<file path="src/rtl/alu_unit.sv">
// alu_unit: registered integer ALU, one result per valid cycle, latency 1.
// Operands are zero-extended to 2*WIDTH bits, and one opcode is decoded
// combinationally. The result is captured in a single output register that
// holds until the next valid operation.
module alu_unit #(
    parameter int WIDTH = 4
) (
    input  logic                 clk,
    input  logic                 reset,
    input  logic [2:0]           sel,
    input  logic [WIDTH-1:0]     a,
    input  logic [WIDTH-1:0]     b,
    input  logic                 valid,
    output logic [2*WIDTH-1:0]   c
);

    localparam int CW = 2 * WIDTH;

    typedef enum logic [2:0] {
        OP_ADD = 3'b000,
        OP_SUB = 3'b001,
        OP_MUL = 3'b010,
        OP_DIV = 3'b011,
        OP_AND = 3'b100,
        OP_OR  = 3'b101,
        OP_XOR = 3'b110,
        OP_CMP = 3'b111
    } op_e;

    logic [CW-1:0]    a_ext;
    logic [CW-1:0]    b_ext;
    logic [CW-1:0]    res;
    logic [CW-1:0]    c_d;
    logic [CW-1:0]    c_q;
    logic [WIDTH:0]   rem;
    logic [WIDTH-1:0] quo;

    assign a_ext = {{WIDTH{1'b0}}, a};
    assign b_ext = {{WIDTH{1'b0}}, b};

    // Unrolled restoring division. The partial remainder is one bit wider
    // than b, so the shifted value (always < 2*b) never overflows.
    always_comb begin
        rem = '0;
        quo = '0;
        for (int i = WIDTH - 1; i >= 0; i--) begin
            rem = {rem[WIDTH-1:0], a[i]};
            if (rem >= {1'b0, b}) begin
                rem    = rem - {1'b0, b};
                quo[i] = 1'b1;
            end
        end
    end

    // Opcode decode. All eight codes are defined, so no X can escape.
    always_comb begin
        res = '0;
        case (op_e'(sel))
            OP_ADD: res = a_ext + b_ext;
            OP_SUB: res = a_ext - b_ext;
            OP_MUL: res = a_ext * b_ext;
            OP_DIV: res = (b == '0) ? {CW{1'b1}} : {rem[WIDTH-1:0], quo};
            OP_AND: res = a_ext & b_ext;
            OP_OR:  res = a_ext | b_ext;
            OP_XOR: res = a_ext ^ b_ext;
            OP_CMP: res = {{(CW-3){1'b0}}, (a > b), (a < b), (a == b)};
            default: res = '0;
        endcase
    end

    // Next result: load on valid, otherwise hold.
    always_comb begin
        c_d = c_q;
        if (valid) begin
            c_d = res;
        end
    end

    // Output register. Reset takes priority and discards a valid op.
    always_ff @(posedge clk) begin
        if (reset) begin
            c_q <= '0;
        end else begin
            c_q <= c_d;
        end
    end

    assign c = c_q;

endmodule

</file>
<file path="config.mk">
export PLATFORM = sky130hd
export DESIGN_NAME = alu_unit
export DESIGN_NICKNAME = d
export VERILOG_FILES = /design/src/rtl/alu_unit.sv
export SDC_FILE = /design/constraint.sdc
export NUM_CORES = 1
export LEC_CHECK = 0
export CORE_MARGIN = 5
export CORE_UTILIZATION = 63
export CTS_BUF_LIST = sky130_fd_sc_hd__clkbuf_4 sky130_fd_sc_hd__clkbuf_8 sky130_fd_sc_hd__clkbuf_16
export CTS_CLUSTER_DIAMETER = 150
export DETAILED_ROUTE_END_ITERATION = 7
export PLACE_DENSITY = 0.85
export SYNTH_ARGS = -nofsm -noshare
export SYNTH_HDL_FRONTEND = slang
export SYNTH_SLANG_ARGS = --single-unit
</file>
<file path="constraint.sdc">
create_clock -name clk -period 12 [get_ports clk]
set_input_delay 1.2 -clock clk [delete_from_list [all_inputs] [get_ports clk]]
set_output_delay 1.2 -clock clk [all_outputs]
set_load 0.02 [all_outputs]
</file>
==> results of run 1 <==
-- cell families (layout without fill, tap and decap cells) --
kind of cell	after synthesis	in the layout
adders and majority gates	49	49
xor gates and xnor gates	11	11
buffers and inverters	39	58
and+or+nand+nor	72	72
DFF	8	8
muxes	16	16
AOI/OAI and AO/OA	73	73
-- through the flow --
step | std cells | hold WS [ns] | area [µm²] | utilization [%] | total power, mW
floorplan | 268 | 0.538 | 2130 | - | 0.128
global placement | 330 | 0.453 | 2380 | 71.9 | 0.159
detailed placement | 330 | 0.457 | 2380 | 71.9 | 0.163
CTS | 333 | 0.470 | 2400 | 72.6 | 0.183
global route | 333 | 0.491 | 2400 | 72.6 | 0.202
finish | 333 | 0.465 | 2400 | 72.6 | 0.184
-- tightest hold or removal path: stages (launching register included) --
cell      delay, ns
dfxtp_1        0.32
nand2_1        0.05
o211ai_1       0.06
-- cell usage in the layout (no fill, tap or decap), types with 4 or more instances in the layout --
cell | Yosys | layout
ha_1 | 40 | 40
inv_1 | 34 | 34
clkdlybuf4s50_1 | 0 | 21
nand2_1 | 20 | 20
nor2_1 | 19 | 19
a21oi_1 | 15 | 15
o21ai_0 | 14 | 14
xnor2_1 | 10 | 10
fa_1 | 9 | 9
dfxtp_1 | 8 | 8
mux2_2 | 7 | 7
mux2i_1 | 7 | 7
nor2b_1 | 6 | 6
nand2b_1 | 5 | 5
a211oi_1 | 5 | 5
o211ai_1 | 5 | 5
nor3_1 | 4 | 4
nor3b_1 | 4 | 4
a21o_1 | 4 | 4
-- routing by layer --
metal / vias up / track usage (%)
li1: 1011 / -
met4: 0 / 6.70
met1: 925 / 31.7
met2: 63 / 44.2
met3: 17 / 3.45
met5: - / 0
-- worst paths after layout --
| kind | slack, ns | end | startpoint |
|---|---|---|---|
| max | 4.29 | c[4] | b[1] |
| min | 0.47 | c[6] | c[6] |
| max reg2reg | 11.11 | c[5] | c[5] |
| min reg2reg | 0.47 | c[6] | c[6] |
-- cell type report --
cell class                 instances  area [µm²]  share of cell area, %
inverter                          34         128                   5.31
clock buffer                       3        22.5                  0.937
sequential                         8         160                   6.66
tap                               46        57.6                   2.39
multi-input combinational        221        1830                   75.9
timing repair buffer              21         210                   8.75
-- report_power, final --
group | internal (mW) | switching, mW
sequential | 0.0289 | 0.00105
clock | 0.0114 | 0.00907
combinational | 0.0620 | 0.0713
total | 0.102 | 0.0814
==> results.cfg, run 1 <==
[logic_synthesis]
synth_edf_count = 0
synth.avg_cell_area_um2 = 7.96
synthCells = 268
synth_compound_area_share_pct = 23.9
syn-num-nets = 331
post_synth_most_frequent_cells = ha_1 (40), inv_1 (34), nand2_1 (20), nor2_1 (19), a21oi_1 (15)
netlist_area_um2 = 2130
synth_area_leaders = ha_1 (23%), fa_1 (8.5%), dfxtp_1 (7.5%), inv_1 (6.0%), xnor2_1 (4.1%)
yosysTopAreaCellShare_pct = 23.5
yosys.area.top_type = ha_1
ys_seq_area_share_pct = 7.51
ys_ff_latch = 8
synth_top_family_by_area = adder cells
ys_async_sr_fraction_pct = 0
yosysWarnings = 0
synth-xor-area-share_pct = 4.52
yosysUniqueCellTypes = 52
synth_ff_type = dfxtp_1
yosys.area_share.simple_pct = 17.1
synth-adder-area-share_pct = 31.9
synth_mux_area_share_pct = 8.16
synth.most_common_cell = ha_1

[drt]
wl_per_cell_um = 15.9
wl_met3_um = 333
viasPerCell = 6.05
drcViolationCount = 0
wl_met2_um = 2510
ant_nets = 0
drtIter0Drc = 173
drt_wl_total_um = 5300
m1WireLength_um = 2300
vias = 2016
top_layer = met4
drt-pass1-iter-count = 4

[clock_network]
clockBufferDepth = 2
postCtsResizedCells = 0
cts_tree = done
clkSinkCount = 8
postCtsHoldBufs = 0
cts_root_buf = clkbuf_4
clk_pin_slew_ns = 0.05
cts-buffers-inserted = 3
h-tree-depth = 1
post_cts.repair.setup_buffers = 0
insertion_delay_ns = 0.25

[final_layout]
drive_above_1_share_pct = 5.57
diodes = 0
largest_reg_flops = 8
nFillCells = 293
fin_nets = 352
areaGrowthSynthToFinish_pct = 12.7

[floorplanning]
fp.dieArea_um2 = 4650
io_pins = 22
num_rows = 21
design.core.area_um2 = 3310
die_w_um = 68.2
fp.dieH_um = 68.2
start_util_pct = 64.4

[sta]
final_hold_viol_count = 0
finalSetupTns_ns = 0
setup_slack_ns = 4.29
max_clock_freq_mhz = 130
setup_viol = 0
worstMarginPinSlew_ns = 0.811
fin_crit_sh_pct = 64.2
skew_ns = 0
rsz0062_at_grt = no
slew_headroom_pct = 45.2
fin_crit_ns = 7.71
slew_viol_final = 0

[worst_setup_path]
crit_family = compound AO/OA/AOI/OAI gates
cp.depth = 24
arrival_ns = 7.87
path_class = in2reg
end_kind = flip-flop
worst_path_max_delay_cell = clkdlybuf4s50_1
startpoint_type = input port
crit_required_ns = 12.17
slowest_delay_ns = 0.84
worst-path-max-fanout = 12
cpMostUsedCell = ha_1
path_cells = clkdlybuf4s50_1 -> inv_1 -> ha_1 -> o21ai_0 -> mux2_2 -> inv_1 -> ha_1 -> a211o_1 -> a211o_1 -> mux2i_1 -> ha_1 -> a21oi_1 -> o21ai_0 -> a21oi_1 -> o211ai_4 -> mux2_2 -> inv_1 -> ha_1 -> a211oi_1 -> o21bai_1 -> a221o_1 -> mux2i_2 -> mux2_1 -> o32ai_1
cp.buffers_inverters = 4
reg2regPathDepth = 4

[global_routing]
grt_pass1_vias = 1949
overflow = 0
grt_pass1_wl_um = 8940
antenna_found_initial = 0
grt_max_degree = 17
globalRouteTotalUtil_pct = 25.1

[power_and_ir_drop]
pwr_density_cell_nw_per_um2 = 76.5
leakage_nw = 1.11
ir_worst_vdd_uv = 43.8

[job]
max_cap_viol_count = 0

[place]
port_buffers = 21
gp_congestion = 0.943
pre_cts_slack_ns = 4.01
dp_hpwl_um = 4460

[hold_path]
min_path_type = reg2reg
hold_depth = 2

[status]
outcome = finished clean
No activity file was read; power rests on OpenSTA's default activity.
==> inputs of run 2 (changes only) <==
--- a/config.mk
+++ b/config.mk
@@ -6,11 +6,11 @@
 export NUM_CORES = 1
 export LEC_CHECK = 0
 export CORE_MARGIN = 5
-export CORE_UTILIZATION = 63
+export CORE_UTILIZATION = 59
 export CTS_BUF_LIST = sky130_fd_sc_hd__clkbuf_4 sky130_fd_sc_hd__clkbuf_8 sky130_fd_sc_hd__clkbuf_16
 export CTS_CLUSTER_DIAMETER = 150
 export DETAILED_ROUTE_END_ITERATION = 7
-export PLACE_DENSITY = 0.85
+export PLACE_DENSITY = 0.8
 export SYNTH_ARGS = -nofsm -noshare
 export SYNTH_HDL_FRONTEND = slang
 export SYNTH_SLANG_ARGS = --single-unit
==> constraint.sdc (replaced) <==
create_clock -name clk -period 7.1 [get_ports clk]
set_input_delay 0.71 -clock clk [delete_from_list [all_inputs] [get_ports clk]]
set_output_delay 0.71 -clock clk [all_outputs]
set_load 0.02 [all_outputs]
==> run 2 against run 1 <==
Combinational power grew 71%. Global-route usage is 3.0 points lower. Final cell count increased by 1.2%. Sequential power increased by 69%. Clock-buffer cell count stayed put. Core utilization down 1.4 points. Critical path type unchanged. Largest cell class unchanged.
==> results.cfg, run 2 (synthesis results as in run 1) <==
[hold_path]
min_path_type = reg2reg
hp-start = c[2]
min_to = c[2]
hold_depth = 2

[clock_network]
h-tree-depth = 1
cts_tree = done
insertion_delay_ns = 0.25
clk_pin_slew_ns = 0.06
clkSinkCount = 8
postCtsHoldBufs = 0
cts_root_buf = clkbuf_4
post_cts.repair.setup_buffers = 0
clockBufferDepth = 2
cts-buffers-inserted = 3
postCtsResizedCells = 0

[floorplanning]
io_pins = 22
fp.dieArea_um2 = 4920
fp.dieH_um = 70.1
num_rows = 21
die_w_um = 70.1
design.core.area_um2 = 3420
start_util_pct = 62.4

[final_layout]
diodes = 0
drive_above_1_share_pct = 6.87
multi_input_area_um2 = 1830
areaGrowthSynthToFinish_pct = 14.1
fin_nets = 356
fin_area_um2 = 2430
area.sequential_um2 = 160
largest_reg_flops = 8
final_cell_mix = ha_1 (40), inv_1 (34), clkdlybuf4s50_1 (21)
nFillCells = 305
final_common_cell = ha_1

[global_routing]
overflow = 0
grt_pass1_wl_um = 9020
globalRouteTotalUtil_pct = 22.1
grt_max_degree = 17
antenna_found_initial = 0
grt_pass1_vias = 1920

[worst_setup_path]
startpoint_type = input port
worst-path-max-fanout = 6
crit_required_ns = 7.27
r2r-end = c[5]
reg2reg_slack_ns = 6.27
reg2reg_from = c[5]
reg2regPathDepth = 4
arrival_ns = 6.81
path_class = in2reg
end_kind = flip-flop

[power_and_ir_drop]
ir_worst_vdd_uv = 71.5
pwr_density_cell_nw_per_um2 = 128
leakage_nw = 1.13

[place]
dp_hpwl_um = 4500
place_area_um2 = 2410
gp_congestion = 0.907
port_buffers = 21

[drt]
wl_per_cell_um = 16.0
drtIter0Drc = 222
viasPerCell = 6.06
drcViolationCount = 0
drt-pass1-iter-count = 6
drt_wl_total_um = 5390
vias = 2042
ant_nets = 0

[sta]
final_hold_viol_count = 0
max_clock_freq_mhz = 151
skew_ns = 0
fin_crit_ns = 6.64
slew_viol_final = 0
rsz0062_at_grt = no
worstMarginPinSlew_ns = 0.820
finalSetupTns_ns = 0
fin_crit_sh_pct = 93.6
slew_headroom_pct = 44.6
setup_viol = 0

[job]
max_cap_viol_count = 0

[status]
outcome = finished clean
## run 2: cell types whose count changed in the layout (fill, tap and decap cells not counted)
cell | previous run | this run
buf_4 | 0 | 4
## run 2: routing by layer
| metal | GRT usage (%) | vias up | part of all wire [%] |
|---|---|---|---|
| met4 | 7.66 | 0 | 3.5 |
| met1 | 29.6 | 936 | 45 |
| met5 | 0 | - | 0 |
| met3 | 3.30 | 20 | 6.6 |
| met2 | 36.1 | 79 | 45 |
| li1 | - | 1007 | - |
## run 2: layout make-up
class,instances,area share (%)
flip-flops and latches,8,6.58
multi-input cells,221,75.0
clock buffers,3,0.925
well taps,46,2.37
inverters,34,5.24
repair buffers,25,9.87
## run 2: worst max-delay path by stage
stage | startpoint | to | slack, ns | cells past startpoint
final | a[3] | c[4] | 0.46 | 25
after floorplan | a[3] | c[4] | 1.12 | 25
after global routing | a[3] | c[4] | 0.07 | 25
after global placement | a[3] | c[4] | 0.40 | 25
after CTS | a[3] | c[4] | 0.45 | 25
after detailed placement | a[3] | c[4] | 0.18 | 25
## run 2: stage by stage
step / util (%) / setup slack, ns / hold WS, ns / std cells / power [mW]
global route: 71.2 / 0.0653 / 0.494 / 337 / 0.338
CTS: 71.2 / 0.450 / 0.470 / 337 / 0.312
global placement: 70.6 / 0.395 / 0.456 / 334 / 0.271
finish: 71.2 / 0.456 / 0.468 / 337 / 0.312
detailed placement: 70.6 / 0.182 / 0.460 / 334 / 0.276
floorplan: - / 1.12 / 0.538 / 268 / 0.217
## run 2: worst max-delay path, stage by stage
cell             delay [ns]
clkdlybuf4s50_1        0.55
inv_1                  0.12
ha_1                   0.33
nor2b_1                0.16
o21ai_0                0.24
mux2_2                 0.41
inv_1                  0.07
ha_1                   0.25
a211o_1                0.28
a211o_1                0.37
mux2i_1                0.26
ha_1                   0.31
a21oi_1                0.12
o21ai_0                0.09
a21oi_1                0.23
o211ai_4               0.16
mux2_2                 0.34
inv_1                  0.06
ha_1                   0.23
a211oi_1               0.20
o21bai_1               0.13
a221o_1                0.28
mux2i_2                0.33
mux2_1                 0.37
o32ai_1                0.21
## run 2: report_power, final
group,internal [mW],switching [mW]
registers,0.0488,0.00188
clock network,0.0194,0.0158
logic,0.106,0.120
